### config.mk
export PLATFORM = sky130hd
export DESIGN_NAME = seg_scan_flat
export DESIGN_NICKNAME = d
export VERILOG_FILES = /design/src/rtl/seg_scan_if.sv /design/src/rtl/seg_scan.sv /design/src/flat_wrapper.sv
export SDC_FILE = /design/constraint.sdc
export NUM_CORES = 1
export LEC_CHECK = 0
export ABC_AREA = 1
export CORE_MARGIN = 2
export CORE_UTILIZATION = 45
export DETAILED_ROUTE_END_ITERATION = 8
export PLACE_DENSITY = 0.71
export RECOVER_POWER = 50
export REMOVE_ABC_BUFFERS = 1
export SLEW_MARGIN = 20
export SYNTH_ARGS = -nofsm -noshare
export SYNTH_HDL_FRONTEND = slang
export SYNTH_SLANG_ARGS = --single-unit
### constraint.sdc
create_clock -name clk -period 2.3 [get_ports clk]
set_input_delay 0.345 -clock clk [delete_from_list [all_inputs] [get_ports clk]]
set_output_delay 0.345 -clock clk [all_outputs]
set_load 0.05 [all_outputs]
### src/rtl/seg_scan_if.sv
// rtl/seg_scan_if.sv - digit scan bus between the value source/display and seg_scan
//
// Purpose: groups the value/control inputs and the scan outputs of seg_scan.
// Signals:
//   val_i      source -> scanner  packed hex value, digit k = val_i[4k+3:4k]
//   load       source -> scanner  1-cycle capture strobe for val_i
//   en         source -> scanner  scan enable, low = dark and frozen
//   nibble     scanner -> display current digit value for the segment decoder
//   an         scanner -> display active-low digit enables
//   digit_idx  scanner -> display index of the digit being driven
//   frame      scanner -> display 1-cycle pulse when the index wraps to 0
// Modports: master (drives val_i/load/en), slave (the scanner).
interface seg_scan_if #(
  parameter int DIGITS = 8,
  parameter int IW     = $clog2(DIGITS)
);
  logic [4*DIGITS-1:0] val_i;
  logic                load;
  logic                en;
  logic [3:0]          nibble;
  logic [DIGITS-1:0]   an;
  logic [IW-1:0]       digit_idx;
  logic                frame;

  modport master (
    output val_i, load, en,
    input  nibble, an, digit_idx, frame
  );

  modport slave (
    input  val_i, load, en,
    output nibble, an, digit_idx, frame
  );
endinterface

### src/rtl/seg_scan.sv
// rtl/seg_scan.sv - time-multiplexed 7-segment digit scan driver
//
// Purpose: captures a packed hex value into a shadow register and steps through one
// digit per DIV clock cycles, presenting that digit's nibble and an active-low enable.
// Ports:
//   clk   in  system clock, rising edge
//   rst   in  synchronous active-high reset
//   bus   seg_scan_if.slave: val_i, load, en in; nibble, an, digit_idx, frame out
// Configuration:
//   SEG_SCAN_LZB_EN  when defined, leading zero digits (k>0) are blanked on an.
module seg_scan #(
  parameter int DIGITS = 8,
  parameter int DIV    = 1000,
  parameter int IW     = $clog2(DIGITS)
) (
  input  logic      clk,
  input  logic      rst,
  seg_scan_if.slave bus
);

  localparam int CW = $clog2(DIV);
  localparam int VW = 4 * DIGITS;

  logic [VW-1:0]     shadow_q, shadow_d;
  logic [CW-1:0]     cnt_q, cnt_d;
  logic [IW-1:0]     idx_q, idx_d;
  logic [3:0]        nibble_q, nibble_d;
  logic [DIGITS-1:0] an_q, an_d;
  logic              frame_q, frame_d;

  logic              tick;
  logic              wrap;
  logic [DIGITS-1:0] lit_mask;
  logic [DIGITS-1:0] blank_mask;
  logic              zeros_above;

  assign tick = bus.en && (cnt_q == CW'(DIV - 1));
  assign wrap = (idx_q == IW'(DIGITS - 1));

  // Outputs are built from the next state so that a load and a tick landing on the
  // same edge are both visible in the very next output cycle.
  always_comb begin
    shadow_d    = bus.load ? bus.val_i : shadow_q;
    cnt_d       = cnt_q;
    idx_d       = idx_q;
    nibble_d    = 4'h0;
    lit_mask    = '0;
    blank_mask  = '0;
    zeros_above = 1'b1;

    if (bus.en) begin
      cnt_d = tick ? '0 : cnt_q + 1'b1;
    end
    if (tick) begin
      idx_d = wrap ? '0 : idx_q + 1'b1;
    end
    frame_d = tick && wrap;

    for (int k = 0; k < DIGITS; k++) begin
      if (idx_d == IW'(k)) begin
        nibble_d    = shadow_d[4*k +: 4];
        lit_mask[k] = 1'b1;
      end
    end

`ifdef SEG_SCAN_LZB_EN
    // Walk down from the top digit; a digit is blank while everything at or above
    // it is zero. Digit 0 is left out so a zero value still shows "0".
    for (int k = DIGITS - 1; k > 0; k--) begin
      zeros_above   = zeros_above && (shadow_d[4*k +: 4] == 4'h0);
      blank_mask[k] = zeros_above;
    end
`else
    blank_mask  = '0;
    zeros_above = 1'b0;
`endif

    an_d = bus.en ? ~(lit_mask & ~blank_mask) : '1;
  end

  always_ff @(posedge clk) begin
    if (rst) begin
      shadow_q <= '0;
      cnt_q    <= '0;
      idx_q    <= '0;
      nibble_q <= 4'h0;
      an_q     <= '1;
      frame_q  <= 1'b0;
    end else begin
      shadow_q <= shadow_d;
      cnt_q    <= cnt_d;
      idx_q    <= idx_d;
      nibble_q <= nibble_d;
      an_q     <= an_d;
      frame_q  <= frame_d;
    end
  end

  assign bus.nibble    = nibble_q;
  assign bus.an        = an_q;
  // idx_q is itself the registered index, updated on the same edge as nibble/an.
  assign bus.digit_idx = idx_q;
  assign bus.frame     = frame_q;

endmodule

### src/flat_wrapper.sv
// flat-port wrapper written by rule: the top's interface ports become plain ports
module seg_scan_flat 
#(
  parameter int DIGITS = 8,
  parameter int DIV    = 1000,
  parameter int IW     = $clog2(DIGITS)
)
  (clk, rst, bus_val_i, bus_load, bus_en, bus_nibble, bus_an, bus_digit_idx, bus_frame);
  seg_scan_if #(.DIGITS(DIGITS), .IW(IW)) bus_i ();
  input  logic clk;
  input  logic rst;
  input wire logic [$bits(bus_i.val_i)-1:0] bus_val_i;
  input wire logic [$bits(bus_i.load)-1:0] bus_load;
  input wire logic [$bits(bus_i.en)-1:0] bus_en;
  output wire logic [$bits(bus_i.nibble)-1:0] bus_nibble;
  output wire logic [$bits(bus_i.an)-1:0] bus_an;
  output wire logic [$bits(bus_i.digit_idx)-1:0] bus_digit_idx;
  output wire logic [$bits(bus_i.frame)-1:0] bus_frame;
  assign bus_i.val_i = bus_val_i;
  assign bus_i.load = bus_load;
  assign bus_i.en = bus_en;
  assign bus_nibble = bus_i.nibble;
  assign bus_an = bus_i.an;
  assign bus_digit_idx = bus_i.digit_idx;
  assign bus_frame = bus_i.frame;
  seg_scan #(.DIGITS(DIGITS), .DIV(DIV), .IW(IW)) u_core (.clk(clk), .rst(rst), .bus(bus_i));
endmodule
Word level (Yosys, flattened, before mapping)
Index checks and enable logic that the tools add are counted.
{"block": "classes", "mux": 20, "addsub": 2, "bitwise_logic": 2, "eq_ne": 9, "n_reduce_logical": 4}
{"operator": "32-bit 2-to-1 mux", "count": 1}
{"operator": "4-bit 2-to-1 mux", "count": 8}
{"operator": "3-bit == test, second input constant", "count": 5}
{"operator": "10-bit by 1-bit adder with 10-bit output, second input constant", "count": 1}
{"operator": "10-bit == test, second input constant", "count": 1}
{"operator": "10-bit 2-to-1 mux", "count": 1}
{"operator": "1-bit 2-to-1 mux", "count": 8}
{"operator": "8-bit inverter", "count": 1}
{"operator": "3-bit by 2-bit == test with 1-bit output, second input constant", "count": 2}
{"operator": "3-bit 2-to-1 mux", "count": 2}
{"operator": "3-bit by 1-bit adder with 3-bit output, second input constant", "count": 1}
{"operator": "3-bit by 1-bit == test with 1-bit output, second input constant", "count": 1}
{"operator": "3-bit logical NOT", "count": 1}
{"operator": "1-bit logical AND", "count": 2}
{"operator": "2-bit OR reduction", "count": 1}
{"operator": "1-bit inverter", "count": 1}
{"block": "word_totals", "output_inout_bits": 16, "ff_bits": 58, "elab_cells": 43, "in_bits": 36}

Logic depth before layout (Yosys ltp)
Gate-level depths: netlist of run 1.
{"block": "logic_depth", "depth_word": 12, "depth_mapped": 15, "mapped_depth_nobuf": 14}

Worst setup path before layout of run 1
Ideal clock, no wire load.
{"block": "synth_timing", "path_kind": "register to register", "from": "register u_core.idx_q[0] (netlist: u_core.bus.digit_idx[0])", "to": "register u_core.nibble_q[0] (netlist: u_core.bus.nibble[0])", "stages_incl_launch_ff": 14, "slack_ns": 0.181, "setup_ns": 0.065, "n_path_buf": 0, "required_time_ns": 2.235, "t_arrival_ns": 2.054, "synth_period_minus_slack_ns": 2.119, "path_cell_list": "dfxtp_1 > ha_1 > ha_1 > nor2_1 > inv_1 > nand3_1 > nand2_2 > nand2_1 > nor2_4 > inv_2 > or2_2 > nand4_1 > nor2_1 > nor2_1"}
{"block": "synth_via", "elab_chain_len": 12, "elab_cells_between_ends": 20, "classes_between": "1 x add/sub; 8 x eq/ne; 10 x mux; 1 x reduce/logical"}
{"element": "start, declared", "line_no": "seg_scan.sv:26", "source": "logic [IW-1:0] idx_q, idx_d;"}
{"element": "start signal, assigned", "line_no": "seg_scan.sv:92", "source": "idx_q <= idx_d;"}
{"element": "3-bit by 1-bit adder with 3-bit output / 3-bit == test (equally long branches)", "line_no": "seg_scan.sv:55, seg_scan.sv:38"}
{"element": "3-bit 2-to-1 mux", "line_no": "seg_scan.sv:55", "source": "idx_d = wrap ? '0 : idx_q + 1'b1;"}
{"element": "3-bit 2-to-1 mux *", "line_no": "seg_scan.sv:54", "source": "if (tick) begin"}
{"element": "3-bit logical NOT", "line_no": "seg_scan.sv:60", "source": "if (idx_d == IW'(k)) begin"}
{"element": "4-bit 2-to-1 mux (7 in a row)", "line_no": "seg_scan.sv:60"}
{"element": "4-bit 2-to-1 mux *", "line_no": "seg_scan.sv:60"}
{"element": "end signal, assigned", "line_no": "seg_scan.sv:93", "source": "nibble_q <= nibble_d;"}
{"element": "end, declared", "line_no": "seg_scan.sv:27", "source": "logic [3:0] nibble_q, nibble_d;"}
Every way passes the cells marked *; elsewhere a longest branch is shown, timed or not.
A chain may end at the register's enable or synchronous reset.

Worst setup path in the final report of run 1
{"block": "layout_timing", "from": "register u_core.cnt_q[0]", "to": "register u_core.nibble_q[2] (netlist: u_core.bus.nibble[2])"}
{"block": "layout_via", "elab_chain_len": 12, "elab_cells_between_ends": 19, "classes_between": "8 x eq/ne; 9 x mux; 2 x reduce/logical"}
{"element": "start, declared", "line_no": "seg_scan.sv:25", "source": "logic [CW-1:0] cnt_q, cnt_d;"}
{"element": "start signal, assigned", "line_no": "seg_scan.sv:91", "source": "cnt_q <= cnt_d;"}
{"element": "10-bit == test *", "line_no": "seg_scan.sv:37", "source": "assign tick = bus.en && (cnt_q == CW'(DIV - 1));"}
{"element": "1-bit logical AND *", "line_no": "seg_scan.sv:37"}
{"element": "3-bit 2-to-1 mux *", "line_no": "seg_scan.sv:54"}
{"element": "3-bit logical NOT", "line_no": "seg_scan.sv:60"}
{"element": "4-bit 2-to-1 mux (7 in a row)", "line_no": "seg_scan.sv:60"}
{"element": "4-bit 2-to-1 mux *", "line_no": "seg_scan.sv:60"}
Marks and branches as above.

==> results of run 1 <==
critical path, stage by stage (launching register included):
cell	delay (ns)
dfxtp_1	0.38
ha_1	0.23
nand3_2	0.12
inv_1	0.14
nand3_4	0.14
nand2_1	0.10
nand2_2	0.11
buf_4	0.18
nor3_4	0.34
inv_2	0.07
nor2_1	0.09
nor2_1	0.05
nor2_1	0.09
kinds of logic after synthesis:
group | after synthesis | synth area share
AO/OA/AOI/OAI | 22 | 0.0531
multiplexers | 20 | 0.0779
AND/OR/NAND/NOR | 163 | 0.322
flip-flops | 58 | 0.452
buffers and inverters | 43 | 0.0667
adder cells (fa/ha/maj) | 3 | 0.0146
XOR/XNOR | 4 | 0.0136
worst max path at each step:
| stage | to | from |
|---|---|---|
| 3_3_place_gp | u_core.bus.nibble[0]$_SDFF_PP0_ | bus_en |
| 2_1_floorplan | u_core.bus.nibble[0]$_SDFF_PP0_ | u_core.bus.digit_idx[0]$_SDFF_PP0_ |
| 5_1_grt | u_core.bus.nibble[1]$_SDFF_PP0_ | u_core.cnt_q[1]$_SDFFE_PP0P_ |
| 6_report | u_core.bus.nibble[2]$_SDFF_PP0_ | u_core.cnt_q[0]$_SDFFE_PP0P_ |
| 3_5_place_dp | u_core.bus.nibble[0]$_SDFF_PP0_ | bus_en |
| 4_1_cts | u_core.bus.nibble[0]$_SDFF_PP0_ | u_core.cnt_q[0]$_SDFFE_PP0P_ |
power breakdown:
group,internal [W],total [W],switching [W]
Sequential,0.00105,0.00106,0.0000131
Combinational,0.000115,0.000233,0.000118
Clock,0.000775,0.00117,0.000394
Total,0.00194,0.00246,0.000525
cells in the mapped netlist (all sizes together):
library cell	n	area share
a211oi	1	0.0029
dfxtp	58	0.45
xnor2	1	0.0034
nand3b	1	0.0029
ha	3	0.015
nand3	16	0.038
nand2	36	0.061
o21ai	12	0.028
o31ai	1	0.0029
a21oi	4	0.0078
nand4	13	0.032
nor2	72	0.13
xor2	3	0.010
o21a	4	0.012
nor3	8	0.022
mux2i	20	0.078
buf	4	0.0097
clkbuf	8	0.012
or2	17	0.041
inv	31	0.045
sequential cells by signal (all words and copies together), names as in the netlist:
register	flops
u_core.cnt_q	10
u_core.bus.an	8
u_core.shadow_q	32
u_core.bus.nibble	4
u_core.bus.digit_idx	3
u_core.bus.frame	1
cell usage in the layout, fill, tap and decap left out, types with 3 or more instances in the layout:
| cell | count |
|---|---|
| nor2_1 | 65 |
| dfxtp_1 | 58 |
| clkdlybuf4s50_1 | 49 |
| nand2_1 | 29 |
| inv_1 | 27 |
| mux2i_1 | 20 |
| or2_2 | 14 |
| nand3_1 | 14 |
| nand4_1 | 13 |
| o21ai_0 | 11 |
| clkbuf_8 | 11 |
| nand2_2 | 6 |
| nor3_1 | 6 |
| buf_4 | 5 |
| o21a_1 | 4 |
| inv_2 | 4 |
| nor2_4 | 4 |
| a21oi_1 | 4 |
| xor2_1 | 3 |
| ha_1 | 3 |
| bufinv_16 | 3 |
cell type report:
| class | instances | area (µm²) | share of cell area |
|---|---|---|---|
| clock inverter | 5 | 100 | 0.0293 |
| tap | 72 | 90.1 | 0.0264 |
| sequential | 58 | 1160 | 0.340 |
| clock buffer | 11 | 151 | 0.0443 |
| timing repair buffer | 59 | 561 | 0.164 |
| inverter | 31 | 116 | 0.0341 |
| multi-input combinational | 212 | 1240 | 0.362 |
layer usage:
| metal | global-route usage | part of all wire | vias to the layer above |
|---|---|---|---|
| li1 | - | - | 1126 |
| met5 | 0 | 0 | - |
| met1 | 0.244 | 0.47 | 969 |
| met3 | 0.0633 | 0.050 | 7 |
| met4 | 0.0621 | 0.010 | 0 |
| met2 | 0.301 | 0.47 | 48 |
per-stage QoR:
stage	std cells	util	instance area, µm²	total power (W)
final	448	0.621	3420	0.00246
after floorplan	301	-	2510	0.00119
after detailed placement	432	0.577	3180	0.00132
after global placement	432	0.577	3180	0.00132
after CTS	448	0.622	3430	0.00248
after global routing	448	0.621	3420	0.00255
==> flow_summary.json, run 1 <==
{
  "outcome": "finished, final reports clean",
  "diodes": 0,
  "grt_pass1_wl_um": 9080,
  "setup_viol": 0,
  "finalSetupTns_ns": 0,
  "arrival_ns": 2.37,
  "p_per_area_nw_per_um2": 721,
  "syn_inst": 313,
  "rsz0062_at_grt": "no",
  "cp_max_fo": 8,
  "first_global_vias": 2036,
  "synth_cell_types": 35,
  "reg2reg_depth": 12,
  "worst-setup-path-type": "register to register",
  "cts_inserted_buffers": 9,
  "grt_overflow": 0,
  "numClockSinks": 58,
  "peakVddDrop_v": 0.000368,
  "relSlewSlack": 0.599,
  "holdPathEnd": "u_core.cnt_q[8]$_SDFFE_PP0P_",
  "wl_per_cell_um": 12.3,
  "drc": 0,
  "path_clk_slew_ns": 0.07,
  "cts_resized": 0,
  "drtIter0Drc": 108,
  "fmax_mhz": 478,
  "grt_max_degree": 25,
  "drt-total-wl_um": 5510,
  "start_util": 0.467,
  "die_x_um": 79.6,
  "required_ns": 2.57,
  "antenna_found_initial": 0,
  "setup_ws_ns": 0.207,
  "fin_skew_ns": 0.00708,
  "maxSlewViolCount": 0,
  "fin_nets": 410,
  "die-area_um2": 6330,
  "hold-worst-slack_ns": 0.480,
  "post_cts.repair.setup_buffers": 0,
  "htreeDepth": 3,
  "root_buffer": "clkbuf_8",
  "hpwlAfterDp_um": 4120,
  "cp-start-kind": "register",
  "synth_area_um2": 2570,
  "core_area_um2": 5510,
  "period_share": 0.910,
  "ios": 52,
  "leakage_nw": 1.49,
  "ant_nets": 0,
  "n_fill_cell": 492,
  "vias_per_cell": 4.80,
  "via_count": 2150,
  "synthToLayoutAreaGrowth_pct": 33.0,
  "postCtsHoldBufs": 0,
  "ys_seq_area_frac": 0.452,
  "place_congestion": 0.809,
  "endpoint_kind": "register",
  "fp.dieH_um": 79.6,
  "yosys_warnings": 0,
  "hold_viol": 0,
  "fin_crit_ns": 2.09,
  "whs_path_depth": 2,
  "drv_cap": 0,
  "cts_tree": "done",
  "hold_start": "u_core.cnt_q[8]$_SDFFE_PP0P_",
  "worst_pin_slew_ns": 0.601,
  "pre_cts_slack_ns": -0.113,
  "avgSynthCellArea_um2": 8.21,
  "placementRows": 27,
  "io_buffers": 51,
  "hold_path.class": "register to register",
  "gr-usage-all-layers": 0.190,
  "timing.rr.end": "u_core.bus.nibble[2]$_SDFF_PP0_",
  "drive_gt1_frac": 0.157,
  "drtPass1Iterations": 4,
  "cts_max_path_buffers": 2,
  "r2r_slack_ns": 0.21,
  "clkLatencyLatePin_ns": 0.34,
  "synth_seq_cells": 58,
  "timing.rr.start": "u_core.cnt_q[0]$_SDFFE_PP0P_"
}
No activity file was read; power rests on OpenSTA's default activity.
==> run 2: changes to the inputs <==
--- a/config.mk
+++ b/config.mk
@@ -6,12 +6,14 @@
 export NUM_CORES = 1
 export LEC_CHECK = 0
 export ABC_AREA = 1
+export CAP_MARGIN = 5
 export CORE_MARGIN = 2
-export CORE_UTILIZATION = 45
+export CORE_UTILIZATION = 49
 export DETAILED_ROUTE_END_ITERATION = 8
-export PLACE_DENSITY = 0.71
+export PLACE_DENSITY = 0.77
 export RECOVER_POWER = 50
 export REMOVE_ABC_BUFFERS = 1
+export SKIP_CTS_REPAIR_TIMING = 1
 export SLEW_MARGIN = 20
 export SYNTH_ARGS = -nofsm -noshare
 export SYNTH_HDL_FRONTEND = slang
==> flow_summary.json, run 2 (synthesis results as in run 1) <==
{
  "setup_viol": 0,
  "required_ns": 2.55,
  "ant_nets": 0,
  "gr-usage-all-layers": 0.201,
  "critPathLaunch": "u_core.cnt_q[0]$_SDFFE_PP0P_",
  "leakage_nw": 1.49,
  "ios": 52,
  "drv_cap": 0,
  "cts_tree": "done",
  "endpoint_kind": "register",
  "hold_path.class": "register to register",
  "peakVddDrop_v": 0.000447,
  "cp-start-kind": "register",
  "power.total_w": 0.00233,
  "via_count": 2198,
  "cp_max_fo": 8,
  "vias_per_cell": 4.91,
  "hpwlAfterDp_um": 4150,
  "io_buffers": 51,
  "die_x_um": 76.4,
  "first_global_vias": 2113,
  "worst-setup-path-type": "register to register",
  "clkLatencyLatePin_ns": 0.35,
  "p_per_area_nw_per_um2": 683,
  "grt_max_degree": 26,
  "grt_pass1_wl_um": 9200,
  "fin_nets": 412,
  "fp.dieH_um": 76.4,
  "largest_reg_flops": 32,
  "layout_commonest_cell": "nor2_1",
  "arrival_ns": 2.34,
  "stdcell_area_um2": 3410,
  "hold_viol": 0,
  "numClockSinks": 58,
  "maxSlewViolCount": 0,
  "drt-total-wl_um": 5490,
  "regMostFlops": "u_core.shadow_q",
  "place_congestion": 0.865,
  "timing.rr.start": "u_core.cnt_q[0]$_SDFFE_PP0P_",
  "cts_max_path_buffers": 2,
  "cts_inserted_buffers": 9,
  "hold_start": "u_core.cnt_q[8]$_SDFFE_PP0P_",
  "diodes": 0,
  "fmax_mhz": 478,
  "drive_gt1_frac": 0.161,
  "fin_crit_ns": 2.09,
  "start_util": 0.506,
  "layout_common_cells": "nor2_1, dfxtp_1, clkdlybuf4s50_1",
  "drtPass1Iterations": 4,
  "pre_cts_slack_ns": -0.0954,
  "worst_pin_slew_ns": 0.678,
  "period_share": 0.910,
  "htreeDepth": 3,
  "post_dp_cell_area_um2": 3210,
  "placementRows": 26,
  "antenna_found_initial": 0,
  "root_buffer": "clkbuf_8",
  "wl_per_cell_um": 12.3,
  "drtIter0Drc": 89,
  "relSlewSlack": 0.548,
  "drc": 0,
  "hold-worst-slack_ns": 0.469,
  "path_clk_slew_ns": 0.07,
  "fin_skew_ns": 0.0102,
  "grt_overflow": 0,
  "setup_ws_ns": 0.206,
  "die-area_um2": 5840,
  "synthToLayoutAreaGrowth_pct": 32.8,
  "outcome": "finished, final reports clean",
  "rsz0062_at_grt": "no",
  "core_area_um2": 5070
}
-- run 2: cell types whose count changed in the layout (fill, tap and decap cells not counted) --
cell / delta
buf_12: +1
buf_4: +2
bufinv_16: -1
clkbuf_8: -1
clkdlybuf4s50_1: +1
clkinvlp_4: +1
dlygate4sd3_1: -1
-- run 2: final timing paths --
check                                    end  slack (ns)  cells past startpoint
max          u_core.bus.nibble[1]$_SDFF_PP0_        0.21                     15
min             u_core.cnt_q[8]$_SDFFE_PP0P_        0.47                      2
max reg2reg  u_core.bus.nibble[1]$_SDFF_PP0_        0.21                     15
min reg2reg     u_core.cnt_q[8]$_SDFFE_PP0P_        0.47                      2
-- run 2: worst max-delay path, stage by stage, from the launching register on --
cell and delay (ns):
dfxtp_1 0.39, ha_1 0.23, nand3_2 0.12, inv_1 0.13, nand3_4 0.14, nand2_1 0.10, nand2_2 0.12, buf_4 0.17
nand2_2 0.09, nor2_1 0.06, nand2_1 0.05, nand2_1 0.06, nor3_2 0.12, nand4_1 0.10, nand2_1 0.07, inv_1 0.04
-- run 2: stage by stage --
step | util | setup TNS, ns | cells
after floorplan | - | 0 | 301
after global placement | 0.633 | -0.0233 | 432
after detailed placement | 0.633 | -0.176 | 432
after CTS | 0.676 | 0 | 448
after global routing | 0.673 | 0 | 448
final | 0.673 | 0 | 448
-- run 2: routing by layer --
| metal | global-route usage | routed length (µm) | vias up |
|---|---|---|---|
| met5 | 0 | 0 | - |
| met1 | 0.237 | 2470 | 1000 |
| met3 | 0.0628 | 241 | 16 |
| li1 | - | - | 1130 |
| met2 | 0.326 | 2630 | 52 |
| met4 | 0.109 | 144 | 0 |
-- run 2: where the power goes --
group | internal, W | switching (W) | leakage, nW
combinational | 0.000116 | 0.000117 | 0.903
sequential | 0.00105 | 0.0000131 | 0.476
clock | 0.000635 | 0.000400 | 0.109
-- run 2: layout make-up --
type / count / area, µm²
Clock buffer: 11 / 141
Multi-Input combinational cell: 212 / 1240
Tap cell: 70 / 87.6
Timing Repair Buffer: 61 / 592
Sequential cell: 58 / 1160
Clock inverter: 5 / 77.6
Fill cell: 434 / 1660
Inverter: 31 / 116
==> run 3: changes to the inputs <==
--- a/config.mk
+++ b/config.mk
@@ -8,9 +8,9 @@
 export ABC_AREA = 1
 export CAP_MARGIN = 5
 export CORE_MARGIN = 2
-export CORE_UTILIZATION = 49
+export CORE_UTILIZATION = 46
 export DETAILED_ROUTE_END_ITERATION = 8
-export PLACE_DENSITY = 0.77
+export PLACE_DENSITY = 0.76
 export RECOVER_POWER = 50
 export REMOVE_ABC_BUFFERS = 1
 export SKIP_CTS_REPAIR_TIMING = 1
==> constraint.sdc (replaced) <==
create_clock -name clk -period 1.84 [get_ports clk]
set_input_delay 0.276 -clock clk [delete_from_list [all_inputs] [get_ports clk]]
set_output_delay 0.276 -clock clk [all_outputs]
set_load 0.05 [all_outputs]
==> flow_summary.json, run 3 (synthesis results as in run 1) <==
{
  "die_x_um": 78.7,
  "core_area_um2": 5440,
  "largest_reg_flops": 32,
  "clkLatencyLatePin_ns": 0.34,
  "arrival_ns": 2.20,
  "multi_input_area_um2": 1370,
  "cts_inserted_buffers": 9,
  "root_buffer": "clkbuf_8",
  "max_stage_delay_ns": 0.32,
  "drc": 0,
  "rsz0062_at_grt": "yes",
  "placementRows": 27,
  "violations": "negative setup slack",
  "maxSlewViolCount": 0,
  "grt_max_degree": 37,
  "p_per_area_nw_per_um2": 788,
  "post_dp_cell_area_um2": 3440,
  "cp_slowest_cell": "dfxtp_2",
  "cp_max_fo": 6,
  "regMostFlops": "u_core.shadow_q",
  "worst-setup-path-type": "register to register",
  "layout_commonest_cell": "nor2_1",
  "vias_per_cell": 4.90,
  "numClockSinks": 58,
  "fmax_mhz": 523,
  "synthToLayoutAreaGrowth_pct": 51.1,
  "drv_cap": 0,
  "required_ns": 2.13,
  "die-area_um2": 6200,
  "cts_tree": "done",
  "period_share": 1.04,
  "relSlewSlack": 0.665,
  "fp.dieH_um": 78.7,
  "setup_viol": 3,
  "setup_ws_ns": -0.0717,
  "io_buffers": 51,
  "drive_gt1_frac": 0.298,
  "finalSetupTns_ns": -0.154,
  "n_fill_cell": 416,
  "first_global_vias": 2340,
  "hold_viol": 0,
  "peakVddDrop_v": 0.000572,
  "drtIter0Drc": 139,
  "utilization": 0.714,
  "fin_nets": 454,
  "seqCellArea_um2": 1160,
  "ios": 52,
  "fin_skew_ns": 0.00598,
  "diodes": 0,
  "cp-start-kind": "register",
  "start_util": 0.473,
  "cts_max_path_buffers": 2,
  "worstPathCellList": "ha_1 > ha_1 > nor2_2 > inv_1 > nand3_2 > nand2_4 > buf_6 > nor2_4 > nand2_4 > or2_0 > nand4_1 > nand2_1 > nand2_1",
  "path_clk_slew_ns": 0.07,
  "fin_crit_ns": 1.91,
  "hold_path.class": "register to register",
  "drtPass1Iterations": 4,
  "place_congestion": 0.843,
  "grt_pass1_wl_um": 10300,
  "via_count": 2413,
  "gr-usage-all-layers": 0.215,
  "worst_pin_slew_ns": 0.501,
  "outcome": "finished, violations left",
  "hpwlAfterDp_um": 4530,
  "stdcell_area_um2": 3880,
  "leakage_nw": 1.72,
  "endpoint_kind": "register",
  "ant_nets": 0,
  "htreeDepth": 3,
  "wl_per_cell_um": 14.1,
  "antenna_found_initial": 0,
  "grt_overflow": 0,
  "layout_common_cells": "nor2_1, dfxtp_1, buf_4",
  "drt-total-wl_um": 6930
}
[run 3: per-stage QoR]
step / setup WS (ns) / hold WS, ns / power (W) / cells
floorplan: -0.446 / 0.347 / 0.00149 / 301
global placement: -0.331 / 0.447 / 0.00168 / 466
detailed placement: -0.343 / 0.461 / 0.00169 / 466
CTS: -0.125 / 0.468 / 0.00305 / 482
global route: -0.175 / 0.500 / 0.00316 / 492
finish: -0.0717 / 0.485 / 0.00306 / 492
[run 3: final timing paths]
path | end | start | slack, ns | cells past startpoint
worst min-delay path | u_core.cnt_q[8]$_SDFFE_PP0P_ | u_core.cnt_q[8]$_SDFFE_PP0P_ | 0.48 | 2
worst max register to register | u_core.bus.nibble[3]$_SDFF_PP0_ | u_core.bus.digit_idx[0]$_SDFF_PP0_ | -0.07 | 13
worst min register to register | u_core.cnt_q[8]$_SDFFE_PP0P_ | u_core.cnt_q[8]$_SDFFE_PP0P_ | 0.48 | 2
worst max-delay path | u_core.bus.nibble[3]$_SDFF_PP0_ | u_core.bus.digit_idx[0]$_SDFF_PP0_ | -0.07 | 13
[run 3: report_power, final]
part | leakage [nW] | internal [W] | switching (W)
clock | 0.119 | 0.000871 | 0.000514
combinational | 1.12 | 0.000182 | 0.000163
sequential | 0.478 | 0.00131 | 0.0000182
total | 1.72 | 0.00236 | 0.000695
[run 3: final cells by class]
type	instances	area share
Clock inverter	4	0.0187
Sequential cell	58	0.300
Clock buffer	12	0.0425
Multi-Input combinational cell	213	0.352
Timing Repair Buffer	102	0.233
Tap cell	72	0.0232
Inverter	31	0.0306
[run 3: worst max-delay path: cells and delay by family (launching register included)]
| kind | cells | cell delay (ns) |
|---|---|---|
| and+or+nand+nor | 9 | 0.94 |
| buffers and inverters | 2 | 0.22 |
| DFF | 1 | 0.32 |
| adders and majority gates | 2 | 0.39 |
[run 3: routing by layer]
layer  track usage  vias to the layer above  wire, µm
met5             0                        -         0
met4        0.0860                        0       181
met3        0.0591                       16       300
met2         0.357                       54      3550
met1         0.264                     1130      2900
li1              -                     1213         -
